[src/rtl/bcd_chain_ctrl.sv]
// bcd_chain_ctrl
//
// Sequencer for a chain of NDIG single-digit BCD counters. It turns start /
// stop / clear command strobes into a count tick divided by DIV. The tick
// ripples to the per-digit enables through the digits' done flags, so the
// chain behaves as one multi-digit decimal counter.
//
// Optional feature: define BCD_CHAIN_CTRL_LIMIT_EN to compile in the
// terminal-count compare (q_in == limit -> DONE, pulse hit).
//
// Ports
//   clk          in   clock, rising edge
//   reset        in   synchronous active-high reset
//   start        in   begin / resume counting
//   stop         in   pause counting
//   clear        in   zero all digits, return to IDLE (highest priority)
//   digit_done   in   per-digit done flag (Q == 9), bit 0 = LSD
//   q_in         in   concatenated digit values, digit 0 in [3:0]
//   limit        in   BCD terminal count (limit feature only)
//   digit_en     out  per-digit enable, combinational
//   digit_clr_n  out  active-low clear to all digits, registered
//   running      out  state == RUN
//   wrap         out  one-cycle pulse after the chain rolls 9..9 -> 0..0
//   hit          out  one-cycle pulse after reaching limit
//   state        out  IDLE=0, RUN=1, PAUSE=2, DONE=3

module bcd_chain_ctrl #(
    parameter int unsigned NDIG = 4,
    parameter int unsigned DIV  = 4
) (
    input  logic                clk,
    input  logic                reset,
    input  logic                start,
    input  logic                stop,
    input  logic                clear,
    input  logic [NDIG-1:0]     digit_done,
    input  logic [4*NDIG-1:0]   q_in,
    input  logic [4*NDIG-1:0]   limit,
    output logic [NDIG-1:0]     digit_en,
    output logic                digit_clr_n,
    output logic                running,
    output logic                wrap,
    output logic                hit,
    output logic [1:0]          state
);

    localparam int unsigned PW = (DIV > 2) ? $clog2(DIV) : 1;
    localparam logic [PW-1:0] PreLast = PW'(DIV - 1);

    typedef enum logic [1:0] {
        StIdle  = 2'd0,
        StRun   = 2'd1,
        StPause = 2'd2,
        StDone  = 2'd3
    } state_e;

    state_e        state_q, state_d;
    logic [PW-1:0] pre_q, pre_d;
    logic          clr_n_q, clr_n_d;
    logic          wrap_q, wrap_d;
    logic          hit_q, hit_d;
    logic          tick;
    logic          match;

`ifdef BCD_CHAIN_CTRL_LIMIT_EN
    assign match = (q_in == limit);
`else
    assign match = 1'b0;
    logic unused_limit_inputs;
    assign unused_limit_inputs = ^{q_in, limit};
`endif

    assign tick = (state_q == StRun) && (pre_q == PreLast) && !stop && !clear;

    // Ripple enable: digit i advances only when every lower digit shows 9.
    always_comb begin
        logic carry;
        carry    = tick;
        digit_en = '0;
        for (int i = 0; i < int'(NDIG); i++) begin
            digit_en[i] = carry;
            carry       = carry & digit_done[i];
        end
    end

    always_comb begin
        state_d = state_q;
        pre_d   = pre_q;
        clr_n_d = 1'b1;
        hit_d   = 1'b0;
        wrap_d  = tick & (&digit_done);

        if (clear) begin
            state_d = StIdle;
            pre_d   = '0;
            clr_n_d = 1'b0;
        end else begin
            unique case (state_q)
                StIdle, StPause: begin
                    if (!stop && start) begin
                        state_d = StRun;
                    end
                end
                StRun: begin
                    if (stop) begin
                        // Prescaler holds so a resume finishes the partial period.
                        state_d = StPause;
                    end else begin
                        pre_d = (pre_q == PreLast) ? '0 : pre_q + 1'b1;
                        if (match) begin
                            state_d = StDone;
                            hit_d   = 1'b1;
                        end
                    end
                end
                StDone: begin
                    state_d = StDone;
                end
                default: begin
                    state_d = StIdle;
                end
            endcase
        end
    end

    always_ff @(posedge clk) begin
        if (reset) begin
            state_q <= StIdle;
            pre_q   <= '0;
            clr_n_q <= 1'b0;
            wrap_q  <= 1'b0;
            hit_q   <= 1'b0;
        end else begin
            state_q <= state_d;
            pre_q   <= pre_d;
            clr_n_q <= clr_n_d;
            wrap_q  <= wrap_d;
            hit_q   <= hit_d;
        end
    end

    assign digit_clr_n = clr_n_q;
    assign running     = (state_q == StRun);
    assign wrap        = wrap_q;
    assign hit         = hit_q;
    assign state       = state_q;

endmodule

[config.mk]
export PLATFORM = sky130hd
export DESIGN_NAME = bcd_chain_ctrl
export DESIGN_NICKNAME = d
export VERILOG_FILES = /design/src/rtl/bcd_chain_ctrl.sv
export SDC_FILE = /design/constraint.sdc
export NUM_CORES = 1
export LEC_CHECK = 0
export ABC_AREA = 1
export CORE_MARGIN = 2
export CORE_UTILIZATION = 20
export CTS_CLUSTER_DIAMETER = 150
export DETAILED_ROUTE_END_ITERATION = 10
export GPL_TIMING_DRIVEN = 0
export PLACE_DENSITY = 0.83
export SLEW_MARGIN = 15
export SYNTH_ARGS = -nofsm -noshare
export SYNTH_HDL_FRONTEND = slang
export SYNTH_SLANG_ARGS = --single-unit
[constraint.sdc]
create_clock -name clk -period 1.4 [get_ports clk]
set_input_delay 0.28 -clock clk [delete_from_list [all_inputs] [get_ports clk]]
set_output_delay 0.28 -clock clk [all_outputs]
set_load 0.01 [all_outputs]
==> results.toml, run 1 <==
[cts]
cts_buffers = 3
clk-insertion-delay-late_ns = 0.25
clk_pin_slew_ns = 0.05
cts_root_buf = "clkbuf_4"
cts_tree = "built"
clock_sinks = 6
htreeDepth = 1
clk_path_buf_depth = 2

[detailed_routing]
wl_per_cell_um = 9.82
vias = 357
drtIter0Drc = 0
viasPerCell = 4.30
wl_um = 815
drtPass1Iterations = 1
ant_nets = 0
drc = 0

[placed_design]
dp.cells = 77
io_buffers = 17
place_ws_ns = -0.627
place_hpwl_um = 562
place_congestion = 0.639

[grt]
overflow = 0
grt_pass1_wl_um = 1360
grtUsageTotal_pct = 10.5
grt_max_degree = 6
grt_pass1_vias = 369
grt_antenna_before_repair = 0

[floorplan]
initial_core_util_pct = 20.7
dieArea_um2 = 1860
core_um2 = 1470
pin_count = 51
fp.dieH_um = 43.1
die_w_um = 43.1
num_rows = 14

[worst_setup_path]
required_ns = 1.12
startpoint_type = "register"
path_cells = "ha_4 -> inv_2 -> nor2_4 -> nand4_4 -> nor2_1 -> buf_2"
worstSetupPathType = "reg2out"
crit_path_end_kind = "primary output"
slowest_delay_ns = 0.36
r2r_setup_slack_ns = 0.39
cp.arrival_ns = 1.19
cp_slowest_cell = "dfxtp_4"
critPathMaxFanout = 3
r2r_cells = 6

[sta]
finalSetupViolCount = 3
setup_tns_ns = -0.136
postLayoutSetupSlackWorst_ns = -0.0673
period_needed_ns = 1.47
max_freq_ghz = 0.682
finalClockSkew_ns = 0.00331
finalHoldViolCount = 0
rsz0062_at_grt = "true"
drv_slew = 0
timing.final.crit_share_pct = 105

[min_path]
hold_class = "in2reg"
whs_path_depth = 2

[final_layout]
insertedDiodeCount = 0
fin_nets = 111
area_growth_pct = 91.8
fin_util_pct = 39.8
final_layout_size_suffix_gt1_share_pct = 41.8
final_cells = 83

[power_and_ir_drop]
p_leak_nw = 0.260
ir_worst_vdd_v = 0.000276
power.total_w = 0.000386
power.density_nw_per_um2 = 660

[synth]
netlist_area_um2 = 305
syn_area_per_cell_um2 = 6.94
synthCells = 44
ys_seq_elements = 6
seq_area_frac_synth_pct = 39.3
synth_nets = 86
yosysWarnings = 0
synth_cell_type_count = 15

[status]
status = "finished with violations"
violations = "negative setup slack"

[run]
max_cap_viol_count = 0
==> kinds of logic after synthesis <==
kind of cell / count (synthesis) / share of synthesized area (%)
compound gates: 5 / 8.20
fa+ha+maj: 1 / 4.10
buf+inv: 11 / 16.0
flops: 6 / 39.3
other cells: 1 / 1.23
simple gates: 20 / 31.2
==> power by group <==
part           leakage [nW]  switching, W  internal [W]  total [W]
registers            0.0513    0.00000206      0.000171   0.000173
logic                 0.195     0.0000224     0.0000291  0.0000515
clock network        0.0138     0.0000652     0.0000972   0.000162
==> synth_stat cells <==
master	instances	share of area (%)
nand3b_1	1	2.5
conb_1	1	1.2
a21oi_1	4	6.6
nor3_1	1	1.6
nand3_1	1	1.6
inv_1	9	11
nor2_2	1	2.1
ha_1	1	4.1
nand2_1	7	8.6
o21ai_0	1	1.6
buf_4	2	4.9
nand4_2	1	4.1
nand2_2	1	2.1
dfxtp_1	6	39
nor2_1	7	8.6
==> cell type report <==
class,count,area [µm²]
clock buffers,3,22.5
inverters,9,33.8
fillers,163,886
plain buffers,1,7.51
multi-input cells,27,195
well taps,16,20.0
flip-flops and latches,6,130
repair buffers,21,176
==> state kept, by name, indices dropped and copies added, names as in the netlist <==
signal	flops
wrap	1
pre_q	2
digit_clr_n	1
state	2
==> worst max-delay path, delay by kind of cell, from the launching register on <==
| family | cells | cell delay [ns] |
|---|---|---|
| flip-flops | 1 | 0.36 |
| buffers and inverters | 2 | 0.18 |
| AND/OR/NAND/NOR | 3 | 0.26 |
| adder cells (fa/ha/maj) | 1 | 0.15 |
==> routing by layer <==
| metal | share of wire (%) | global-route usage, % |
|---|---|---|
| met1 | 34 | 7.99 |
| met2 | 51 | 18.5 |
| met5 | 0 | 0 |
| met3 | 11 | 5.96 |
| met4 | 3.9 | 9.09 |
==> through the flow <==
step,hold slack (ns),area [µm²]
2_1_floorplan,0.366,305
3_3_place_gp,0.457,495
3_5_place_dp,0.468,495
4_1_cts,0.410,567
5_1_grt,0.470,586
6_report,0.467,586
==> timing repair <==
action / in CTS / in global routing
endpoints found under the setup margin: 7 / 5
hold buffers: 0 / 0
hold endpoints to repair: 0 / 0
gates resized for setup: 37 / 6
buffers inserted: 3 / 1
pin swaps: 7 / 6
==> worst paths after layout <==
path,end,start
worst max-delay path,digit_en[3],pre_q[0]
worst min-delay path,digit_clr_n,clear
worst min register to register,state[1],state[1]
worst max register to register,wrap,pre_q[0]
==> layout by cell type (no fill, tap or decap), drive strengths merged, types with 3 or more instances in the layout <==
cell / synthesis / final
clkbuf: 0 / 3
clkdlybuf4s50: 0 / 8
buf: 2 / 10
dlygate4sd2: 0 / 4
a21oi: 4 / 4
inv: 9 / 9
dfxtp: 6 / 6
nand2: 8 / 8
nor2: 8 / 8
Note: power is estimated with default switching activity, not from simulation.
==> run 2, diff against run 1 <==
--- a/config.mk
+++ b/config.mk
@@ -7,11 +7,11 @@
 export LEC_CHECK = 0
 export ABC_AREA = 1
 export CORE_MARGIN = 2
-export CORE_UTILIZATION = 20
-export CTS_CLUSTER_DIAMETER = 150
+export CORE_UTILIZATION = 22
+export CTS_CLUSTER_DIAMETER = 60
 export DETAILED_ROUTE_END_ITERATION = 10
 export GPL_TIMING_DRIVEN = 0
-export PLACE_DENSITY = 0.83
+export PLACE_DENSITY = 0.9
 export SLEW_MARGIN = 15
 export SYNTH_ARGS = -nofsm -noshare
 export SYNTH_HDL_FRONTEND = slang
==> constraint.sdc (replaced) <==
create_clock -name clk -period 1.7 [get_ports clk]
set_input_delay 0.34 -clock clk [delete_from_list [all_inputs] [get_ports clk]]
set_output_delay 0.34 -clock clk [all_outputs]
set_load 0.01 [all_outputs]
==> results.toml, run 2 (synthesis gave the netlist of run 1 again) <==
[placed_design]
place_hpwl_um = 564
place_congestion = 0.650
io_buffers = 17
place_ws_ns = -0.437

[detailed_routing]
drtIter0Drc = 4
drtPass1Iterations = 4
vias = 350
wl_um = 782
ant_nets = 0
wl_per_cell_um = 9.42
drc = 0
viasPerCell = 4.22

[grt]
grt_pass1_wl_um = 1080
grtUsageTotal_pct = 10.4
grt_pass1_vias = 297
grt_antenna_before_repair = 0
overflow = 0
grt_max_degree = 6

[cts]
clock_sinks = 6
clk-insertion-delay-late_ns = 0.25
clk_pin_slew_ns = 0.04
htreeDepth = 1
clk_path_buf_depth = 2
holdBufCountCts = 0
cts_buffers = 3
cts_root_buf = "clkbuf_4"
cts_tree = "built"

[floorplan]
num_rows = 13
die_w_um = 41.3
initial_core_util_pct = 23.5
pin_count = 51
core_um2 = 1300
dieArea_um2 = 1700
fp.dieH_um = 41.3

[min_path]
hold_path_end = "digit_clr_n"
hold_class = "in2reg"
whs_path_depth = 2
hp-start = "clear"

[sta]
postLayoutSetupSlackWorst_ns = 0.106
period_needed_ns = 1.59
timing.final.crit_share_pct = 93.7
finalHoldViolCount = 0
hold_ws_ns = 0.390
drv_slew = 0
finalClockSkew_ns = 0.00124
max_freq_ghz = 0.627
rsz0062_at_grt = "false"
finalSetupViolCount = 0

[power_and_ir_drop]
power_frac_comb_pct = 13.7
power.density_nw_per_um2 = 565
p_clk_share_pct = 41.3
p_sw_w = 0.0000708
p_leak_nw = 0.271
ir_worst_vdd_v = 0.000381
p_sw_share_pct = 22.2
internal_power_w = 0.000248
seqPwrFrac_pct = 45.0

[final_layout]
final_cell_mix = "clkdlybuf4s50_1 (10), inv_1 (7), nand2_1 (7)"
final_layout_size_suffix_gt1_share_pct = 33.8
fin_nets = 112
fillerInstances = 133
multi_input_area_um2 = 159
final_common_cell = "clkdlybuf4s50_1"
insertedDiodeCount = 0
regArea_um2 = 126
area_growth_pct = 84.8

[worst_setup_path]
cp.arrival_ns = 1.25
startpoint_type = "register"
r2r-end = "wrap"
r2r_start = "pre_q[0]"
slowest_delay_ns = 0.37
r2r_setup_slack_ns = 0.65
crit_path_end_kind = "primary output"
path_cells = "inv_2 -> buf_4 -> nand3_4 -> nor2_1 -> buf_4 -> clkdlybuf4s15_1"
crit_top_cell = "buf_4"
worstSetupPathType = "reg2out"
critPathMaxFanout = 5
required_ns = 1.36
r2r_cells = 6
cp_slowest_cell = "dfxtp_1"

[run]
max_cap_viol_count = 0

[status]
status = "finished, final reports clean"
## run 2: cell count changes in the layout (fill, tap and decap cells not counted), moves of 2 or more
cell,before,now
buf_2,4,1
dlygate4sd2_1,4,1
clkbuf_2,0,2
clkdlybuf4s50_1,8,10
dlymetal6s2s_1,0,2
## run 2: stage by stage
| stage | area, µm² | power [W] | setup TNS, ns | utilization (%) | instances |
|---|---|---|---|---|---|
| final | 564 | 0.000319 | 0 | 43.4 | 83 |
| after global routing | 564 | 0.000339 | 0 | 43.4 | 83 |
| after CTS | 556 | 0.000321 | 0 | 42.7 | 82 |
| after detailed placement | 494 | 0.000187 | -1.56 | 38.0 | 76 |
| after global placement | 494 | 0.000186 | -1.52 | 38.0 | 76 |
| after floorplan | 305 | 0.000159 | 0 | - | 44 |
## run 2: critical path: cells and delay by family, from the launching register on
kind                   cells  cell delay (ns)
buffers and inverters      4             0.53
flip-flops                 1             0.37
AND/OR/NAND/NOR            2             0.12
## run 2: worst max path at each step
| stage | slack [ns] | endpoint | cells past startpoint | start |
|---|---|---|---|---|
| after floorplan | 0.41 | digit_en[3] | 5 | pre_q[0] |
| after global placement | -0.43 | digit_en[0] | 6 | stop |
| after global routing | 0.03 | digit_en[0] | 6 | state[1] |
| final | 0.11 | digit_en[0] | 6 | state[1] |
| after detailed placement | -0.44 | digit_en[0] | 6 | stop |
| after CTS | 0.002 | digit_en[1] | 5 | clear |
## run 2: final cells by class
cell class / count / area share, %
clock buffer: 3 / 3.99
multi-input combinational: 27 / 28.2
buffer: 2 / 2.66
timing repair buffer: 21 / 33.5
tap: 15 / 3.33
sequential: 6 / 22.4
inverter: 9 / 5.99
## run 2: power by group through the flow
stage          clock network, W  logic (W)  registers, W
6_report               0.000132  0.0000437      0.000144
3_3_place_gp                  0  0.0000387      0.000147
3_5_place_dp                  0  0.0000399      0.000147
5_1_grt                0.000147  0.0000477      0.000143
4_1_cts                0.000133  0.0000429      0.000145
2_1_floorplan                 0  0.0000114      0.000148
## run 2: timing repair
item / 4_1_cts / 5_1_grt
endpoints found under the setup margin: 4 / 5
resized for setup: 16 / 10
gates cloned: 0 / 0
pin swaps: 4 / 0
buffers inserted: 3 / 1
## run 2: routing by layer
metal	GRT usage, %	up-vias	wire [µm]
li1	-	180	-
met2	18.4	19	403
met5	0	-	0
met1	10.0	151	267
met4	2.42	0	0
met3	6.52	0	111
